<file path="src/rtl/magic_cube_pkg.sv">
// Shared constants and types for the side-state reader/writer blocks.
package magic_cube_pkg;

   localparam int unsigned COLOR_W   = 3;
   localparam int unsigned FACELET_N = 9;
   localparam int unsigned SIDE_W    = 27;
   localparam int unsigned POS_W     = 9;
   localparam int unsigned IDX_W     = 4;
   localparam int unsigned CENTER_K  = 5;

   typedef enum logic [1:0] {
      StIdle = 2'd0,
      StSend = 2'd1,
      StDone = 2'd2
   } side_get_state_t;

endpackage

</file>
<file path="src/rtl/magic_side_field_mux.sv">
// Selects colour field k (1..9) from a 27-bit side word; index 0 or >9 yields 0.
module magic_side_field_mux
   import magic_cube_pkg::*;
(
   input  logic [SIDE_W-1:0]  word_i,
   input  logic [IDX_W-1:0]   idx_i,
   output logic [COLOR_W-1:0] field_o
);

   // Compare against each legal index; out-of-range falls through to zero.
   always_comb begin
      field_o = '0;
      for (int k = 1; k <= FACELET_N; k++) begin
         if (idx_i == IDX_W'(k)) begin
            field_o = word_i[k*COLOR_W-1 -: COLOR_W];
         end
      end
   end

endmodule

</file>
<file path="src/rtl/magic_side_data_get.sv">
// Snapshots one side word on enable and streams its nine colour fields over
// valid/ready, then pulses done. Optional centre-colour check is enabled by
// defining MAGIC_SIDE_CENTER_CHECK_EN.
module magic_side_data_get
   import magic_cube_pkg::*;
(
   input  logic               clk,
   input  logic               rst,
   input  logic               enable,
   input  logic [SIDE_W-1:0]  oneside_din,
   input  logic               out_ready,
`ifdef MAGIC_SIDE_CENTER_CHECK_EN
   input  logic [COLOR_W-1:0] expect_center,
   output logic               center_err,
`endif
   output logic [POS_W-1:0]   pos_out,
   output logic [COLOR_W-1:0] color_out,
   output logic               out_valid,
   output logic               busy,
   output logic               done
);

   side_get_state_t    state_q, state_d;
   logic [SIDE_W-1:0]  snap_q, snap_d;
   logic [IDX_W-1:0]   idx_q, idx_d;
   logic [POS_W-1:0]   pos_q, pos_d;
   logic [COLOR_W-1:0] color_q, color_d;
   logic               valid_q, valid_d;
   logic               busy_q, busy_d;
   logic               done_q, done_d;
`ifdef MAGIC_SIDE_CENTER_CHECK_EN
   logic [COLOR_W-1:0] exp_q, exp_d;
   logic               cerr_q, cerr_d;
`endif

   logic [SIDE_W-1:0]  mux_word;
   logic [IDX_W-1:0]   mux_idx;
   logic [COLOR_W-1:0] mux_field;

   magic_side_field_mux u_field_mux (
      .word_i  (mux_word),
      .idx_i   (mux_idx),
      .field_o (mux_field)
   );

   // Next-state and registered-output computation; the mux looks one field ahead.
   always_comb begin
      state_d  = state_q;
      snap_d   = snap_q;
      idx_d    = idx_q;
      pos_d    = pos_q;
      color_d  = color_q;
      valid_d  = valid_q;
      done_d   = 1'b0;
`ifdef MAGIC_SIDE_CENTER_CHECK_EN
      exp_d    = exp_q;
      cerr_d   = 1'b0;
`endif
      // In IDLE the first field comes straight from the input word being captured.
      mux_word = snap_q;
      mux_idx  = idx_q + 4'd1;

      case (state_q)
         StIdle: begin
            mux_word = oneside_din;
            mux_idx  = 4'd1;
            if (enable) begin
               snap_d  = oneside_din;
               idx_d   = 4'd1;
               pos_d   = POS_W'(1);
               color_d = mux_field;
               valid_d = 1'b1;
               state_d = StSend;
`ifdef MAGIC_SIDE_CENTER_CHECK_EN
               exp_d   = expect_center;
`endif
            end
         end
         StSend: begin
            if (valid_q && out_ready) begin
               if (idx_q == IDX_W'(FACELET_N)) begin
                  valid_d = 1'b0;
                  done_d  = 1'b1;
                  state_d = StDone;
`ifdef MAGIC_SIDE_CENTER_CHECK_EN
                  cerr_d  = (snap_q[CENTER_K*COLOR_W-1 -: COLOR_W] != exp_q);
`endif
               end else begin
                  idx_d   = idx_q + 4'd1;
                  pos_d   = POS_W'(idx_q + 4'd1);
                  color_d = mux_field;
               end
            end
         end
         StDone: begin
            state_d = StIdle;
         end
         default: begin
            state_d = StIdle;
            valid_d = 1'b0;
         end
      endcase

      busy_d = (state_d != StIdle);
   end

   // State and output registers with synchronous reset.
   always_ff @(posedge clk) begin
      if (rst) begin
         state_q <= StIdle;
         snap_q  <= '0;
         idx_q   <= '0;
         pos_q   <= '0;
         color_q <= '0;
         valid_q <= 1'b0;
         busy_q  <= 1'b0;
         done_q  <= 1'b0;
`ifdef MAGIC_SIDE_CENTER_CHECK_EN
         exp_q   <= '0;
         cerr_q  <= 1'b0;
`endif
      end else begin
         state_q <= state_d;
         snap_q  <= snap_d;
         idx_q   <= idx_d;
         pos_q   <= pos_d;
         color_q <= color_d;
         valid_q <= valid_d;
         busy_q  <= busy_d;
         done_q  <= done_d;
`ifdef MAGIC_SIDE_CENTER_CHECK_EN
         exp_q   <= exp_d;
         cerr_q  <= cerr_d;
`endif
      end
   end

   assign pos_out   = pos_q;
   assign color_out = color_q;
   assign out_valid = valid_q;
   assign busy      = busy_q;
   assign done      = done_q;
`ifdef MAGIC_SIDE_CENTER_CHECK_EN
   assign center_err = cerr_q;
`endif

endmodule

</file>
<file path="config.mk">
export PLATFORM = sky130hd
export DESIGN_NAME = magic_side_data_get
export DESIGN_NICKNAME = d
export VERILOG_FILES = /design/src/rtl/magic_cube_pkg.sv /design/src/rtl/magic_side_field_mux.sv /design/src/rtl/magic_side_data_get.sv
export SDC_FILE = /design/constraint.sdc
export NUM_CORES = 1
export LEC_CHECK = 0
export ABC_CLOCK_PERIOD_IN_PS = 2000
export BUFFER_PORTS_ARGS = -buffer_cell sky130_fd_sc_hd__buf_4
export CORE_AREA = 3 3 81 83
export DETAILED_ROUTE_END_ITERATION = 6
export DIE_AREA = 0 0 84 86
export PLACE_DENSITY = 0.58
export RECOVER_POWER = 100
export SLEW_MARGIN = 0
export SYNTH_ARGS = -nofsm -noshare
export SYNTH_HDL_FRONTEND = slang
export SYNTH_SLANG_ARGS = --single-unit
</file>
<file path="constraint.sdc">
create_clock -name clk -period 2 [get_ports clk]
set_clock_uncertainty 0.2 [all_clocks]
set_input_delay 0.3 -clock clk [delete_from_list [all_inputs] [get_ports clk]]
set_output_delay 0.3 -clock clk [all_outputs]
set_load 0.02 [all_outputs]
</file>
==> metrics.yaml <==
cp.arrival_ns: 2.03
critPathKind: "reg2reg"
area_growth_pct: 32.1
via_count: 1727
fillers: 607
netlist_instances: 232
drt-initial-drc-count: 136
fin_worst_hold_slack_ns: 0.0507
synth-compound-area-share_pct: 17.7
synth_common_cells: "64 x nand2_1, 40 x dfxtp_1, 34 x a21oi_1"
io_pins: 46
nNetsFinal: 314
muxShareOfSynthArea_pct: 4.90
whs_endpoint: "snap_q[14]"
vias_per_cell: 4.84
numCtsBuffers: 5
synth-main-ff-cell: "dfxtp_1"
startpoint: "idx_q[1]"
grt_pass1_wl_um: 7940
portBuffers: 41
final_layout_size_suffix_gt1_share_pct: 28.0
clock_latency_ns: 0.29
p_comb_share_pct: 15.9
ys_types: 42
antenna_found_initial: 0
initial_utilization_pct: 31.9
p_clk_share_pct: 38.1
synth_edf_count: 0
synth_top_cell_by_area: "dfxtp_1"
overflow: 0
crit_path_end_kind: "register"
synthAdderAreaFrac_pct: 1.33
worstReg2RegStart: "idx_q[1]"
reg2reg_depth: 7
synth-seq-area-share_pct: 42.4
syn_area_per_cell_um2: 8.14
status: "finished with violations"
p_sw_share_pct: 24.7
peakVddDrop_mv: 0.313
critical_path_required_ns: 1.98
clk_pin_slew_ns: 0.07
regArea_um2: 806
clockBufferDepth: 2
antennaDiodeCount: 0
core_area_um2: 5920
rr_endpoint: "color_out[1]"
grt_pass1_vias: 1675
cts_root_buffer: "clkbuf_8"
start_kind: "register"
p_leak_nw: 0.968
hold_viol: 0
synth_top_area_share_pct: 42.4
p_int_w: 0.00142
cts_tree: "done"
multi_input_area_um2: 1050
setup_violations: 3
cts_hold_buf: 0
grt_max_degree: 39
drc: 0
synth_area_um2: 1890
die-area_um2: 7220
yosysMostFrequentCell: "nand2_1"
htree_levels: 2
num_rows: 28
p_per_area_nw_per_um2: 755
finalMaxSlewViolations: 0
synth-async-reset-ratio_pct: 0
die_w_um: 84
synth_seq_cells: 40
synth-simple-area-share_pct: 23.9
dieHeight_um: 86
post-route-period-util_pct: 102
post-route-min-period_ns: 2.04
grt_use_total_pct: 13.5
worstHoldStart: "oneside_din[14]"
r2r_slack_ns: -0.04
synth_xor_area_share_pct: 1.79
synth.area.top_cells: "dfxtp_1 42%, nand2_1 13%, a21oi_1 9.0%"
wl_per_cell_um: 13.4
setup_ws_ns: -0.0445
ant_nets: 0
drt_wl_total_um: 4780
dr.pass1.iters: 4
dp.final_hpwl_um: 3430
cp_max_fo: 7
holdPathStages: 3
synth-warning-count: 0
rsz0062_at_grt: "yes"
maxCapViolCount: 0
seqPwrFrac_pct: 46.1
net-switching-power_w: 0.000465
violations: "negative setup slack"
fmax_ghz: 0.489
finalPower_w: 0.00188
gp_congestion: 0.832
clock_sinks: 40
synth_top_family_by_area: "simple AND/OR/NAND/NOR gates"
hp-class: "in2reg"
[state kept, by name, indices dropped and copies added (netlist names)]
name and count:
snap_q 27, color_out 3, idx_q 3, pos_out 2
state_q 2, busy 1, done 1, out_valid 1
[worst max-delay path by stage]
stage          slack [ns]           end  cells after the start
2_1_floorplan       0.004  color_out[1]                      7
3_3_place_gp        -0.01  color_out[2]                      7
3_5_place_dp        -0.03  color_out[1]                      7
4_1_cts             -0.02  color_out[1]                      7
5_1_grt             -0.11  color_out[2]                      5
6_report            -0.04  color_out[1]                      7
[critical path, cell delays in order (launching register included)]
cell and delay (ns):
dfxtp_4 0.36, buf_6 0.12, ha_4 0.17, xnor2_4 0.28
nand3b_1 0.18, or3b_4 0.45, nor2_2 0.12, o31ai_1 0.06
[area by class of cell]
class	instances	share of cell area [%]
multi-input cells	172	41.9
inverters	5	0.853
clock buffers	7	3.86
flip-flops and latches	40	32.3
clock inverters	1	1.20
repair buffers	57	16.1
well taps	75	3.76
[stage by stage]
step	instance area (um2)	cells	TNS, ns	utilization [%]	worst slack (ns)
6_report	2490	357	-0.0864	42.1	-0.0445
3_5_place_dp	2300	348	-0.0549	38.9	-0.0333
3_3_place_gp	2300	348	-0.0201	38.9	-0.0104
2_1_floorplan	1920	235	0	-	0.00419
5_1_grt	2490	357	-0.290	42.1	-0.114
4_1_cts	2430	356	-0.0166	41.0	-0.0166
[routing by layer]
metal / track usage, % / share of wire (%)
met1: 17.5 / 46
met3: 3.94 / 5.5
met4: 4.09 / 1.2
met5: 0 / 0
met2: 21.8 / 47
[kinds of logic (layout without fill, tap and decap cells)]
group | after synthesis | after routing
and+or+nand+nor | 101 | 101
DFF | 40 | 40
xor gates and xnor gates | 3 | 3
AOI/OAI and AO/OA | 56 | 56
muxes | 6 | 6
buffers and inverters | 23 | 70
adders and majority gates | 2 | 2
other | 1 | 4
[cells in the final DEF, fill, tap and decap left out, types with 2 or more instances in the layout]
cell / instances
nor2_1: 9
o22ai_1: 2
nand2b_1: 4
nor2_4: 2
mux4_2: 2
nor4_1: 2
and2b_2: 2
nand3b_1: 3
clkbuf_1: 8
inv_1: 4
mux2i_1: 4
or3_1: 2
a21oi_1: 34
o31ai_1: 2
buf_4: 48
clkbuf_8: 7
a2bb2oi_1: 2
ha_4: 2
conb_1: 4
o21ai_0: 4
nor3_1: 4
nor2_2: 3
nand2_1: 64
dfxtp_1: 38
[power by group through the flow]
stage	Combinational (W)	Sequential, W	Clock (W)
final	0.000299	0.000867	0.000716
after global routing	0.000331	0.000873	0.000771
after CTS	0.000293	0.000866	0.000731
after detailed placement	0.000290	0.000884	0
after global placement	0.000288	0.000882	0
after floorplan	0.000179	0.000884	0
[what timing repair did]
action	in CTS	in global routing
gates resized for setup	6	16
pin swaps	3	8
cloned	0	0
setup endpoints to repair	3	3
hold endpoints to repair	0	0
buffers inserted	0	1
Note: power is estimated with default switching activity, not from simulation.
